### src/rtl/bus_uart_tx_pkg.sv
// Shared definitions for the bus-attached UART transmitter: register offsets,
// STATUS bit positions, FSM encodings and the baud divider reset default.
package bus_uart_tx_pkg;

    localparam logic [15:0] DIV_RESET_DEFAULT = 16'd103;

    localparam logic [1:0] REG_DATA    = 2'd0;
    localparam logic [1:0] REG_STATUS  = 2'd1;
    localparam logic [1:0] REG_DIVIDER = 2'd2;
    localparam logic [1:0] REG_CTRL    = 2'd3;

    localparam int STAT_BUSY      = 0;
    localparam int STAT_FULL      = 1;
    localparam int STAT_EMPTY     = 2;
    localparam int STAT_OVERRUN   = 3;
    localparam int STAT_COUNT_LSB = 4;

    typedef enum logic [1:0] {
        TX_IDLE  = 2'd0,
        TX_START = 2'd1,
        TX_DATA  = 2'd2,
        TX_STOP  = 2'd3
    } txState_t;

    // Count is passed zero-extended so the layout does not depend on FIFO depth.
    function automatic logic [31:0] packStatus(input logic [27:0] countExt,
                                               input logic overrun,
                                               input logic empty,
                                               input logic full,
                                               input logic busy);
        logic [31:0] word;
        word                = '0;
        word[31:4]          = countExt;
        word[STAT_OVERRUN]  = overrun;
        word[STAT_EMPTY]    = empty;
        word[STAT_FULL]     = full;
        word[STAT_BUSY]     = busy;
        return word;
    endfunction

endpackage

### src/rtl/bus_uart_tx_if.sv
// CPU-side register bus of the UART transmitter; the SoC drives it as master.
interface bus_uart_tx_if;

    logic        cs;
    logic [1:0]  addr;
    logic [3:0]  wstrb;
    logic [31:0] wdata;
    logic [31:0] rdata;

    modport master (output cs, output addr, output wstrb, output wdata, input rdata);
    modport slave  (input cs, input addr, input wstrb, input wdata, output rdata);

endinterface

### src/rtl/bus_uart_tx_sync_fifo.sv
// Single-clock FIFO with occupancy count; pushes into a full FIFO are ignored
// even when a pop happens on the same edge.
module sync_fifo #(
    parameter int WIDTH = 8,
    parameter int AW    = 4
) (
    input  logic             clk,
    input  logic             reset,
    input  logic             i_push,
    input  logic [WIDTH-1:0] i_data,
    input  logic             i_pop,
    output logic [WIDTH-1:0] o_data,
    output logic [AW:0]      o_count,
    output logic             o_empty,
    output logic             o_full
);

    localparam int DEPTH = 1 << AW;

    logic [WIDTH-1:0] r_mem [DEPTH];
    logic [AW-1:0]    r_wrPtr;
    logic [AW-1:0]    r_rdPtr;
    logic [AW:0]      r_count;
    logic             w_doPush;
    logic             w_doPop;

    assign o_full   = (r_count == (AW+1)'(DEPTH));
    assign o_empty  = (r_count == '0);
    assign o_count  = r_count;
    assign o_data   = r_mem[r_rdPtr];
    assign w_doPush = i_push & ~o_full;
    assign w_doPop  = i_pop & ~o_empty;

    always_ff @(posedge clk or posedge reset) begin
        if (reset) begin
            r_wrPtr <= '0;
            r_rdPtr <= '0;
            r_count <= '0;
        end else begin
            if (w_doPush) begin
                r_wrPtr <= r_wrPtr + 1'b1;
            end
            if (w_doPop) begin
                r_rdPtr <= r_rdPtr + 1'b1;
            end
            case ({w_doPush, w_doPop})
                2'b10:   r_count <= r_count + 1'b1;
                2'b01:   r_count <= r_count - 1'b1;
                default: r_count <= r_count;
            endcase
        end
    end

    // Storage carries no reset; validity is tracked entirely by the pointers.
    always_ff @(posedge clk) begin
        if (w_doPush) begin
            r_mem[r_wrPtr] <= i_data;
        end
    end

endmodule

### src/rtl/bus_uart_tx.sv
// Memory-mapped 8N1 UART transmitter: register file, TX FIFO, baud counter
// and the serialising FSM with a registered txd output.
module bus_uart_tx
    import bus_uart_tx_pkg::*;
#(
    parameter int          FIFO_AW   = 4,
    parameter logic [15:0] DIV_RESET = DIV_RESET_DEFAULT
) (
    input  logic              clk,
    input  logic              reset,
    bus_uart_tx_if.slave      bus,
    output logic              txd,
    output logic              irq
);

    txState_t          r_state;
    txState_t          w_nextState;
    logic [7:0]        r_shift;
    logic [7:0]        w_shiftNext;
    logic [2:0]        r_bitIdx;
    logic [2:0]        w_bitIdxNext;
    logic [15:0]       r_baudCnt;
    logic [15:0]       w_baudNext;
    logic              r_txd;
    logic              w_txdNext;
    logic              w_pop;
    logic              w_bitDone;
    logic              w_busy;

    logic [15:0]       r_divider;
    logic              r_irqEn;
    logic              r_overrun;
    logic [31:0]       r_rdata;

    logic              w_write;
    logic              w_read;
    logic              w_dataWr;
    logic              w_overrunEvt;
    logic              w_statusRd;
    logic [7:0]        w_fifoHead;
    logic [FIFO_AW:0]  w_fifoCount;
    logic              w_fifoEmpty;
    logic              w_fifoFull;
    logic              w_unusedWdata;

    assign w_write       = bus.cs & (|bus.wstrb);
    assign w_read        = bus.cs & (bus.wstrb == 4'b0000);
    assign w_dataWr      = w_write & (bus.addr == REG_DATA) & bus.wstrb[0];
    assign w_overrunEvt  = w_dataWr & w_fifoFull;
    assign w_statusRd    = w_read & (bus.addr == REG_STATUS);
    assign w_unusedWdata = ^bus.wdata[31:16];

    sync_fifo #(
        .WIDTH (8),
        .AW    (FIFO_AW)
    ) u_fifo (
        .clk     (clk),
        .reset   (reset),
        .i_push  (w_dataWr),
        .i_data  (bus.wdata[7:0]),
        .i_pop   (w_pop),
        .o_data  (w_fifoHead),
        .o_count (w_fifoCount),
        .o_empty (w_fifoEmpty),
        .o_full  (w_fifoFull)
    );

    always_ff @(posedge clk or posedge reset) begin
        if (reset) begin
            r_divider <= DIV_RESET;
            r_irqEn   <= 1'b0;
        end else if (w_write) begin
            if (bus.addr == REG_DIVIDER) begin
                if (bus.wstrb[0]) r_divider[7:0]  <= bus.wdata[7:0];
                if (bus.wstrb[1]) r_divider[15:8] <= bus.wdata[15:8];
            end
            if ((bus.addr == REG_CTRL) && bus.wstrb[0]) begin
                r_irqEn <= bus.wdata[0];
            end
        end
    end

    // A fresh overrun on the same edge as a STATUS read wins over the clear.
    always_ff @(posedge clk or posedge reset) begin
        if (reset) begin
            r_overrun <= 1'b0;
        end else begin
            r_overrun <= w_overrunEvt | (r_overrun & ~w_statusRd);
        end
    end

    always_ff @(posedge clk or posedge reset) begin
        if (reset) begin
            r_rdata <= '0;
        end else if (w_read) begin
            case (bus.addr)
                REG_STATUS:  r_rdata <= packStatus(28'(w_fifoCount), r_overrun,
                                                   w_fifoEmpty, w_fifoFull, w_busy);
                REG_DIVIDER: r_rdata <= {16'h0000, r_divider};
                REG_CTRL:    r_rdata <= {31'b0, r_irqEn};
                default:     r_rdata <= '0;
            endcase
        end
    end

    assign bus.rdata = r_rdata;

    always_ff @(posedge clk or posedge reset) begin
        if (reset) begin
            r_state <= TX_IDLE;
        end else begin
            r_state <= w_nextState;
        end
    end

    assign w_bitDone = (r_baudCnt == 16'd0);

    // txd is computed one step ahead so the output flop already holds the
    // level of the state being entered.
    always_comb begin
        w_nextState  = r_state;
        w_shiftNext  = r_shift;
        w_bitIdxNext = r_bitIdx;
        w_baudNext   = r_baudCnt;
        w_txdNext    = r_txd;
        w_pop        = 1'b0;
        case (r_state)
            TX_IDLE: begin
                w_txdNext = 1'b1;
                if (!w_fifoEmpty) begin
                    w_pop        = 1'b1;
                    w_shiftNext  = w_fifoHead;
                    w_baudNext   = r_divider;
                    w_bitIdxNext = 3'd0;
                    w_txdNext    = 1'b0;
                    w_nextState  = TX_START;
                end
            end
            TX_START: begin
                if (w_bitDone) begin
                    w_baudNext  = r_divider;
                    w_txdNext   = r_shift[0];
                    w_nextState = TX_DATA;
                end else begin
                    w_baudNext = r_baudCnt - 16'd1;
                end
            end
            TX_DATA: begin
                if (w_bitDone) begin
                    w_baudNext = r_divider;
                    if (r_bitIdx == 3'd7) begin
                        w_txdNext   = 1'b1;
                        w_nextState = TX_STOP;
                    end else begin
                        w_bitIdxNext = r_bitIdx + 3'd1;
                        w_shiftNext  = {1'b0, r_shift[7:1]};
                        w_txdNext    = r_shift[1];
                    end
                end else begin
                    w_baudNext = r_baudCnt - 16'd1;
                end
            end
            TX_STOP: begin
                if (w_bitDone) begin
                    w_txdNext   = 1'b1;
                    w_nextState = TX_IDLE;
                end else begin
                    w_baudNext = r_baudCnt - 16'd1;
                end
            end
            default: begin
                w_txdNext   = 1'b1;
                w_nextState = TX_IDLE;
            end
        endcase
    end

    always_ff @(posedge clk or posedge reset) begin
        if (reset) begin
            r_shift   <= '0;
            r_bitIdx  <= '0;
            r_baudCnt <= '0;
            r_txd     <= 1'b1;
        end else begin
            r_shift   <= w_shiftNext;
            r_bitIdx  <= w_bitIdxNext;
            r_baudCnt <= w_baudNext;
            r_txd     <= w_txdNext;
        end
    end

    assign w_busy = (r_state != TX_IDLE);
    assign txd    = r_txd;
    assign irq    = r_irqEn & w_fifoEmpty & ~w_busy;

endmodule

### src/flat_wrapper.sv
// flat-port wrapper written by rule: the top's interface ports become plain ports
module bus_uart_tx_flat import bus_uart_tx_pkg::*;
#(
    parameter int          FIFO_AW   = 4,
    parameter logic [15:0] DIV_RESET = DIV_RESET_DEFAULT
)
  (clk, reset, txd, irq, bus_cs, bus_addr, bus_wstrb, bus_wdata, bus_rdata);
  bus_uart_tx_if bus_i ();
  input  logic clk;
  input  logic reset;
  output logic txd;
  output logic irq;
  input wire logic [$bits(bus_i.cs)-1:0] bus_cs;
  input wire logic [$bits(bus_i.addr)-1:0] bus_addr;
  input wire logic [$bits(bus_i.wstrb)-1:0] bus_wstrb;
  input wire logic [$bits(bus_i.wdata)-1:0] bus_wdata;
  output wire logic [$bits(bus_i.rdata)-1:0] bus_rdata;
  assign bus_i.cs = bus_cs;
  assign bus_i.addr = bus_addr;
  assign bus_i.wstrb = bus_wstrb;
  assign bus_i.wdata = bus_wdata;
  assign bus_rdata = bus_i.rdata;
  bus_uart_tx #(.FIFO_AW(FIFO_AW), .DIV_RESET(DIV_RESET)) u_core (.clk(clk), .reset(reset), .bus(bus_i), .txd(txd), .irq(irq));
endmodule
### config.mk
export PLATFORM = sky130hd
export DESIGN_NAME = bus_uart_tx_flat
export DESIGN_NICKNAME = d
export VERILOG_FILES = /design/src/rtl/bus_uart_tx_pkg.sv /design/src/rtl/bus_uart_tx_if.sv /design/src/rtl/bus_uart_tx_sync_fifo.sv /design/src/rtl/bus_uart_tx.sv /design/src/flat_wrapper.sv
export SDC_FILE = /design/constraint.sdc
export NUM_CORES = 1
export LEC_CHECK = 0
export CORE_MARGIN = 4
export CORE_UTILIZATION = 60
export CTS_BUF_LIST = sky130_fd_sc_hd__clkbuf_8
export DETAILED_ROUTE_END_ITERATION = 8
export DONT_BUFFER_PORTS = 1
export GPL_ROUTABILITY_DRIVEN = 0
export MAX_ROUTING_LAYER = met4
export PLACE_DENSITY = 0.76
export SYNTH_ARGS = -nofsm -noshare
export SYNTH_HDL_FRONTEND = slang
export SYNTH_HIERARCHICAL = 1
export SYNTH_SLANG_ARGS = --single-unit
export TNS_END_PERCENT = 1
### constraint.sdc
create_clock -name clk -period 4.41 [get_ports clk]
set_input_delay 0.882 -clock clk [delete_from_list [all_inputs] [get_ports clk]]
set_output_delay 0.882 -clock clk [all_outputs]
set_load 0.01 [all_outputs]
## Word-level counts from Yosys, hierarchy flattened

Memories as Yosys holds them, arrays and structs flattened.
Cells that the tools add are included.
W data, S select, Z words.

- RAM bits: 128
- Word-level logic and storage cells: 101
- Bits in registers: 93
- Memories: 1
- Output and inout bits: 34
- Latch bits: 0
- Bits in read-only memories: 0
- Input port bits: 41

Memories:

| memory | words | bits a word | rd ports | clocked after Yosys merged registers in | write ports | RTL line | source |
|---|---|---|---|---|---|---|---|
| u_core.u_fifo.r_mem | 16 | 8 | 1 | 0 | 1 | bus_uart_tx_sync_fifo.sv:20 | `logic [WIDTH-1:0] r_mem [DEPTH];` |

- Equality and inequality tests: 17
- Add/sub/neg operators: 6
- Shifts and indexed selects: 0
- Reductions and logical operators: 18
- Bitwise gates (word level): 16
- Div/mod/pow operators: 0
- Multipliers: 0
- $lt $le $gt $ge: 0
- Muxes and demuxes: 30

Operator list:

| operator | count |
|---|---|
| $pmux W16 S3 | 2 |
| $mux W16 | 3 |
| $mux W8 | 3 |
| $logic_not A16 Y1 | 1 |
| $pmux W8 S2 | 1 |
| $sub A16 B1 Y16 const B | 1 |
| $and A1 B1 Y1 | 11 |
| $eq A2 B2 Y1 const B | 5 |
| $mux W2 | 5 |
| $pmux W5 S2 | 1 |
| $mux W1 | 9 |
| $mux W3 | 3 |
| $reduce_and A3 Y1 | 3 |
| $add A4 B1 Y4 const B | 2 |
| $ne A2 B1 Y1 const B | 4 |
| $pmux W2 S4 | 1 |
| $eq A2 B1 Y1 const B | 3 |
| $ne A2 B2 Y1 const B | 3 |
| $pmux W3 S2 | 1 |
| $reduce_bool A2 Y1 | 3 |
| $add A5 B1 Y5 const B | 1 |
| $eq A5 B5 Y1 const B | 1 |
| $logic_not A5 Y1 | 1 |
| $reduce_and A5 Y1 | 1 |
| 13 further kinds | 18 |

## Logic depth before layout (Yosys ltp)

- Depth after elaboration: 7
- Gate-level depth with buffers: 15
- Gate-level depth less buffers: 13

## Cells and area by module

Netlist, hierarchy kept.

By module, submodules not included:

| module | cells each | area an instance (µm²) | sequential area each (µm²) | times used |
|---|---|---|---|---|
| sync_fifo | 333 | 5,796.8 | 4,169.0 | 1 |
| bus_uart_tx | 330 | 3,489.6 | 1,609.0 | 1 |

## Least setup slack after synthesis

No wires, ideal clock.

- Path type: input-to-reg
- Start point: input bus_wstrb[0]
- End point: register u_core.u_fifo.r_count[4], in the netlist u_core/u_fifo/o_count[4]
- Path slack: 1.521 ns
- Cell stages on the path: 12
- Library setup time: 0.123 ns
- Arrival: 2.766 ns
- Data required time: 4.287 ns
- Path buffers: 1
- Cell sequence: nand2_1 -> nor3_1 -> and2_1 -> buf_4 -> inv_1 -> ha_1 -> ha_1 -> nor2b_1 -> o21ai_0 -> a21oi_1 -> or3b_1 -> xnor2_1

- Longest elaborated chain between the ends: 7
- Elaborated cells between the ends (all ways): 9
- Classes of those cells: 2 x eq/ne; 1 x mux; 4 x bitwise; 2 x reduce/logical

Ends and longest elaborated chain:

| item | RTL line | source |
|---|---|---|
| from (decl) | flat_wrapper.sv:15 | `input wire logic [$bits(bus_i.wstrb)-1:0] bus_wstrb;` |
| $reduce_or A4 Y1 | bus_uart_tx.sv:46 | `assign w_write = bus.cs & (\|bus.wstrb);` |
| $and A1 B1 Y1 | bus_uart_tx.sv:46 |  |
| $and A1 B1 Y1 | bus_uart_tx.sv:48 | `assign w_dataWr = w_write & (bus.addr == REG_DATA) & bus.wstrb[0];` |
| $and A1 B1 Y1 * | bus_uart_tx.sv:48 |  |
| net u_core.w_dataWr | bus_uart_tx.sv:37 | `logic w_dataWr;` |
| $and A1 B1 Y1 * | bus_uart_tx_sync_fifo.sv:31 | `assign w_doPush = i_push & ~o_full;` |
| $eq A2 B1 Y1 / $eq A2 B2 Y1 (equally long branches) | bus_uart_tx_sync_fifo.sv:46 | `case ({w_doPush, w_doPop})` |
| $pmux W5 S2 / $reduce_bool A2 Y1 (equally long branches) | -- |  |
| to (signal assigned) | bus_uart_tx_sync_fifo.sv:47 | `2'b10: r_count <= r_count + 1'b1;` |
| to (signal assigned) | bus_uart_tx_sync_fifo.sv:48 | `2'b01: r_count <= r_count - 1'b1;` |
| to (signal assigned) | bus_uart_tx_sync_fifo.sv:49 | `default: r_count <= r_count;` |
| to (decl) | bus_uart_tx_sync_fifo.sv:23 | `logic [AW:0] r_count;` |

The timed path passes the listed nets; every way through them passes the cells marked *.
A chain may end at the register's enable or synchronous reset.

## Worst setup path after layout

- Start point: register u_core.u_fifo.r_count[0], in the netlist u_core/u_fifo/o_count[0]
- End point: register u_core.u_fifo.r_count[4], in the netlist u_core/u_fifo/o_count[4]

- Longest elaborated chain between the ends: 6
- Elaborated cells between the ends (all ways): 14
- Classes of those cells: 2 x add/sub; 3 x eq/ne; 3 x mux; 4 x bitwise; 2 x reduce/logical

Ends and longest elaborated chain:

| item | RTL line | source |
|---|---|---|
| $logic_not A5 Y1 * | bus_uart_tx_sync_fifo.sv:28 | `assign o_empty = (r_count == '0);` |
| net u_core.w_fifoEmpty | bus_uart_tx.sv:42 | `logic w_fifoEmpty;` |
| $mux W1 * | bus_uart_tx.sv:130 | `if (!w_fifoEmpty) begin` |
| $mux W1 * | bus_uart_tx.sv:127 | `case (r_state)` |
| net u_core.w_pop | bus_uart_tx.sv:26 | `logic w_pop;` |
| $and A1 B1 Y1 * | bus_uart_tx_sync_fifo.sv:32 | `assign w_doPop = i_pop & ~o_empty;` |
| $eq A2 B1 Y1 / $eq A2 B2 Y1 (equally long branches) | bus_uart_tx_sync_fifo.sv:46 |  |
| $pmux W5 S2 / $reduce_bool A2 Y1 (equally long branches) | -- |  |

Marked as above.

==> qor.yml <==
maxCapViolations: 0
dp_hpwl_microns: 12700
worst_pin_slew_ps: 932.8
root_buffer: "clkbuf_8"
p_leak_nw: 3.847
wl_per_cell_microns: 21.08
dieWidth_microns: 132.4
finalCriticalPeriod_ps: 3238
yosysSeqAreaShare: 0.6222
drt_iter0_drc: 383
reg2reg_depth: 12
clock_sinks: 205
pwr-share-seq: 0.416
power_frac_comb: 0.336
power_per_cell_area_nw_per_um2: 651.0
ys_warn_count: 6
area_delta_synth_final_pct: 7.720
fin_ws_ps: 1172
max_slew_margin: 0.3694
dieArea_sq_um: 17530
initial_core_util: 0.6109
drtAntennaViolNets: 0
grt_max_degree: 35
drive_gt1_frac: 0.2009
crit_type: "reg -> reg"
ir_drop_mv: 0.3825
rsz0062_at_grt: "false"
internal_power_mw: 4.231
synth-main-ff-cell: "edfxtp_1"
grt_first_pass_wirelength_microns: 30060
async_reset_ff_frac: 0.3756
synth_edf_count: 128
synth-adder-area-share: 0.02506
ys_ff_latch: 205
synth-xor-area-share: 0.01037
nets: 734
drt_wl_total_microns: 18760
cts_buffers: 36
drt_pass1_iterations: 5
syn_inst: 663
fin_setup_tns_ps: 0
drc: 0
portBuffers: 0
worstSetupStartpointType: "register"
coreArea_sq_um: 15200
status: "finished, final reports clean"
arrival_ps: 3650
synthSimpleGateAreaFrac: 0.08003
grt_overflow: 0
cts_hold_buf: 0
syn_area_per_cell_sq_um: 14.01
p_sw_frac: 0.3503
muxShareOfSynthArea: 0.1229
hold_viol: 0
dpl_worst_slack_ps: 1167
die_h_microns: 132.4
synth_compound_area_frac: 0.09216
p_clk_frac: 0.248
n_fill_cell: 1084
finalSetupViolations: 0
hold_path_class: "in -> async"
critPathMaxFanout: 7
antenna_found_initial: 0
finalMaxSlewViolations: 0
antenna_cells: 0
skew_ps: 36.85
vias: 5580
synth_top_family_by_area: "multiplexers"
cts_resized: 0
netSwitchingPower_mw: 2.281
post_cts_buffers: 0
rows: 45
htreeDepth: 2
clkTransAtPathRegs_ps: 60
yosysUniqueCellTypes: 66
clock_latency_ps: 530
viasPerCell: 6.270
cts_tree: "done"
grt_pass1_vias: 5543
cp-end-kind: "register"
ioPinCount: 75
clock_path_buffers: 3
crit_required_ps: 4820
syn_area_sq_um: 9286
grtUsageTotal: 0.2245
period_share: 0.7343
max_freq_mhz: 308.8
## synth_stat cells, types with 3 or more instances
| cell | n | area share |
|---|---|---|
| edfxtp_1 | 128 | 0.41 |
| dfrtp_1 | 71 | 0.19 |
| nand2_1 | 54 | 0.022 |
| mux2_2 | 44 | 0.053 |
| o21ai_0 | 43 | 0.023 |
| mux2i_1 | 27 | 0.029 |
| nor2_1 | 25 | 0.010 |
| inv_1 | 23 | 0.0093 |
| a22oi_1 | 18 | 0.015 |
| buf_4 | 17 | 0.014 |
| ha_1 | 17 | 0.023 |
| clkbuf_1 | 16 | 0.0065 |
| mux4_2 | 16 | 0.039 |
| a21oi_1 | 13 | 0.0070 |
| nor3_1 | 11 | 0.0059 |
| a221o_1 | 10 | 0.011 |
| a221oi_1 | 10 | 0.0094 |
| buf_6 | 8 | 0.0097 |
| nor2b_1 | 8 | 0.0054 |
| xnor2_1 | 7 | 0.0066 |
| buf_2 | 6 | 0.0032 |
| dfstp_2 | 6 | 0.017 |
| and2_1 | 5 | 0.0034 |
| and3_1 | 5 | 0.0034 |
| nand3_1 | 5 | 0.0027 |
| nor4_1 | 5 | 0.0034 |
| o21ai_1 | 4 | 0.0022 |
| xor2_1 | 4 | 0.0038 |
| a211oi_1 | 3 | 0.0024 |
| a21o_1 | 3 | 0.0024 |
| nand4_1 | 3 | 0.0020 |
| nor3b_1 | 3 | 0.0024 |
| o22ai_1 | 3 | 0.0020 |
## power by group through the flow
stage,combinational [mW],clock (mW),sequential [mW]
after floorplan,1.96,0,2.52
after global placement,2.09,0,2.72
after detailed placement,2.17,0,2.74
after CTS,2.18,1.65,2.71
after global routing,2.39,1.77,2.75
final,2.19,1.62,2.71
## worst max-delay path, stage by stage, from the launching register on
cell	delay [ps]
dfrtp_1	440
nor4_2	90
and2b_1	260
nor2_1	190
nor2b_1	470
ha_1	320
inv_1	110
fa_1	420
nor2b_1	120
o21ai_0	120
nand3_1	100
or3b_1	360
xnor2_1	140
## placed cells by master, fill, tap and decap left out, types with 8 or more instances in the layout
master	instances
ha_1	17
a21oi_1	13
nand2_1	54
a22oi_1	18
edfxtp_1	128
mux2i_1	27
nor3_1	11
clkbuf_8	42
mux2_2	44
inv_1	33
conb_1	16
mux4_2	16
a221o_1	10
a221oi_1	10
o21ai_0	43
nor2b_1	8
nor2_1	25
dfrtp_1	70
buf_4	9
## layout make-up
type	count	area [sq um]	area share
clock buffers	42	578.1	0.05779
flip-flops and latches	205	5779	0.5777
multi-input cells	399	3129	0.3128
repair buffers	10	87.58	0.008756
inverters	23	86.33	0.008630
well taps	188	235.2	0.02351
clock inverters	23	107.6	0.01076
## per-layer routing
layer / track usage / part of all wire
met2: 0.3644 / 0.51
met1: 0.2806 / 0.40
met4: 0.07968 / 0.029
met5: - / 0
met3: 0.05038 / 0.060
## registers in the layout, indices dropped and copies added, names as in the netlist
signal,flops
u_core/r_bitIdx,3
u_core/u_fifo/r_rdPtr,4
u_core/r_overrun,1
u_core/u_fifo/r_mem,128
u_core/u_fifo/o_count,5
u_core/r_state,2
u_core/bus.rdata,16
u_core/r_baudCnt,16
u_core/r_divider,16
u_core/r_shift,8
u_core/u_fifo/r_wrPtr,4
u_core/r_irqEn,1
u_core/txd,1
## stage by stage
| stage | hold WS (ps) | util | instance area [sq um] | power (mW) | std cells |
|---|---|---|---|---|---|
| 2_1_floorplan | 475.0 | - | 9343 | 4.476 | 678 |
| 3_5_place_dp | 496.6 | 0.6129 | 9318 | 4.908 | 825 |
| 5_1_grt | 288.9 | 0.6580 | 10000 | 6.908 | 890 |
| 3_3_place_gp | 486.0 | 0.6129 | 9318 | 4.810 | 825 |
| 6_report | 273.5 | 0.6580 | 10000 | 6.512 | 890 |
| 4_1_cts | 275.6 | 0.6580 | 10000 | 6.533 | 890 |
## final timing paths
check	start	slack, ps	to
min in group clk	bus_wdata[2]	450	u_core/u_fifo/r_mem[9][2]$_DFFE_PP_
worst min-delay path	reset	270	u_core/u_fifo/o_count[3]$_DFFE_PP0P_
worst max register to register	u_core/u_fifo/o_count[0]$_DFFE_PP0P_	1170	u_core/u_fifo/o_count[4]$_DFFE_PP0P_
max in group asynchronous	reset	3160	u_core/r_baudCnt[6]$_DFFE_PP0P_
worst min register to register	u_core/r_shift[6]$_DFFE_PP0P_	500	u_core/r_shift[6]$_DFFE_PP0P_
worst max-delay path	u_core/u_fifo/o_count[0]$_DFFE_PP0P_	1170	u_core/u_fifo/o_count[4]$_DFFE_PP0P_
## cells by family after synthesis
logic type / after synthesis
AO/OA/AOI/OAI: 123
XOR/XNOR: 11
adder cells (fa/ha/maj): 18
buffers and inverters: 74
flip-flops: 205
multiplexers: 88
other: 1
AND/OR/NAND/NOR: 143
Power figures use the tool's default switching activity.
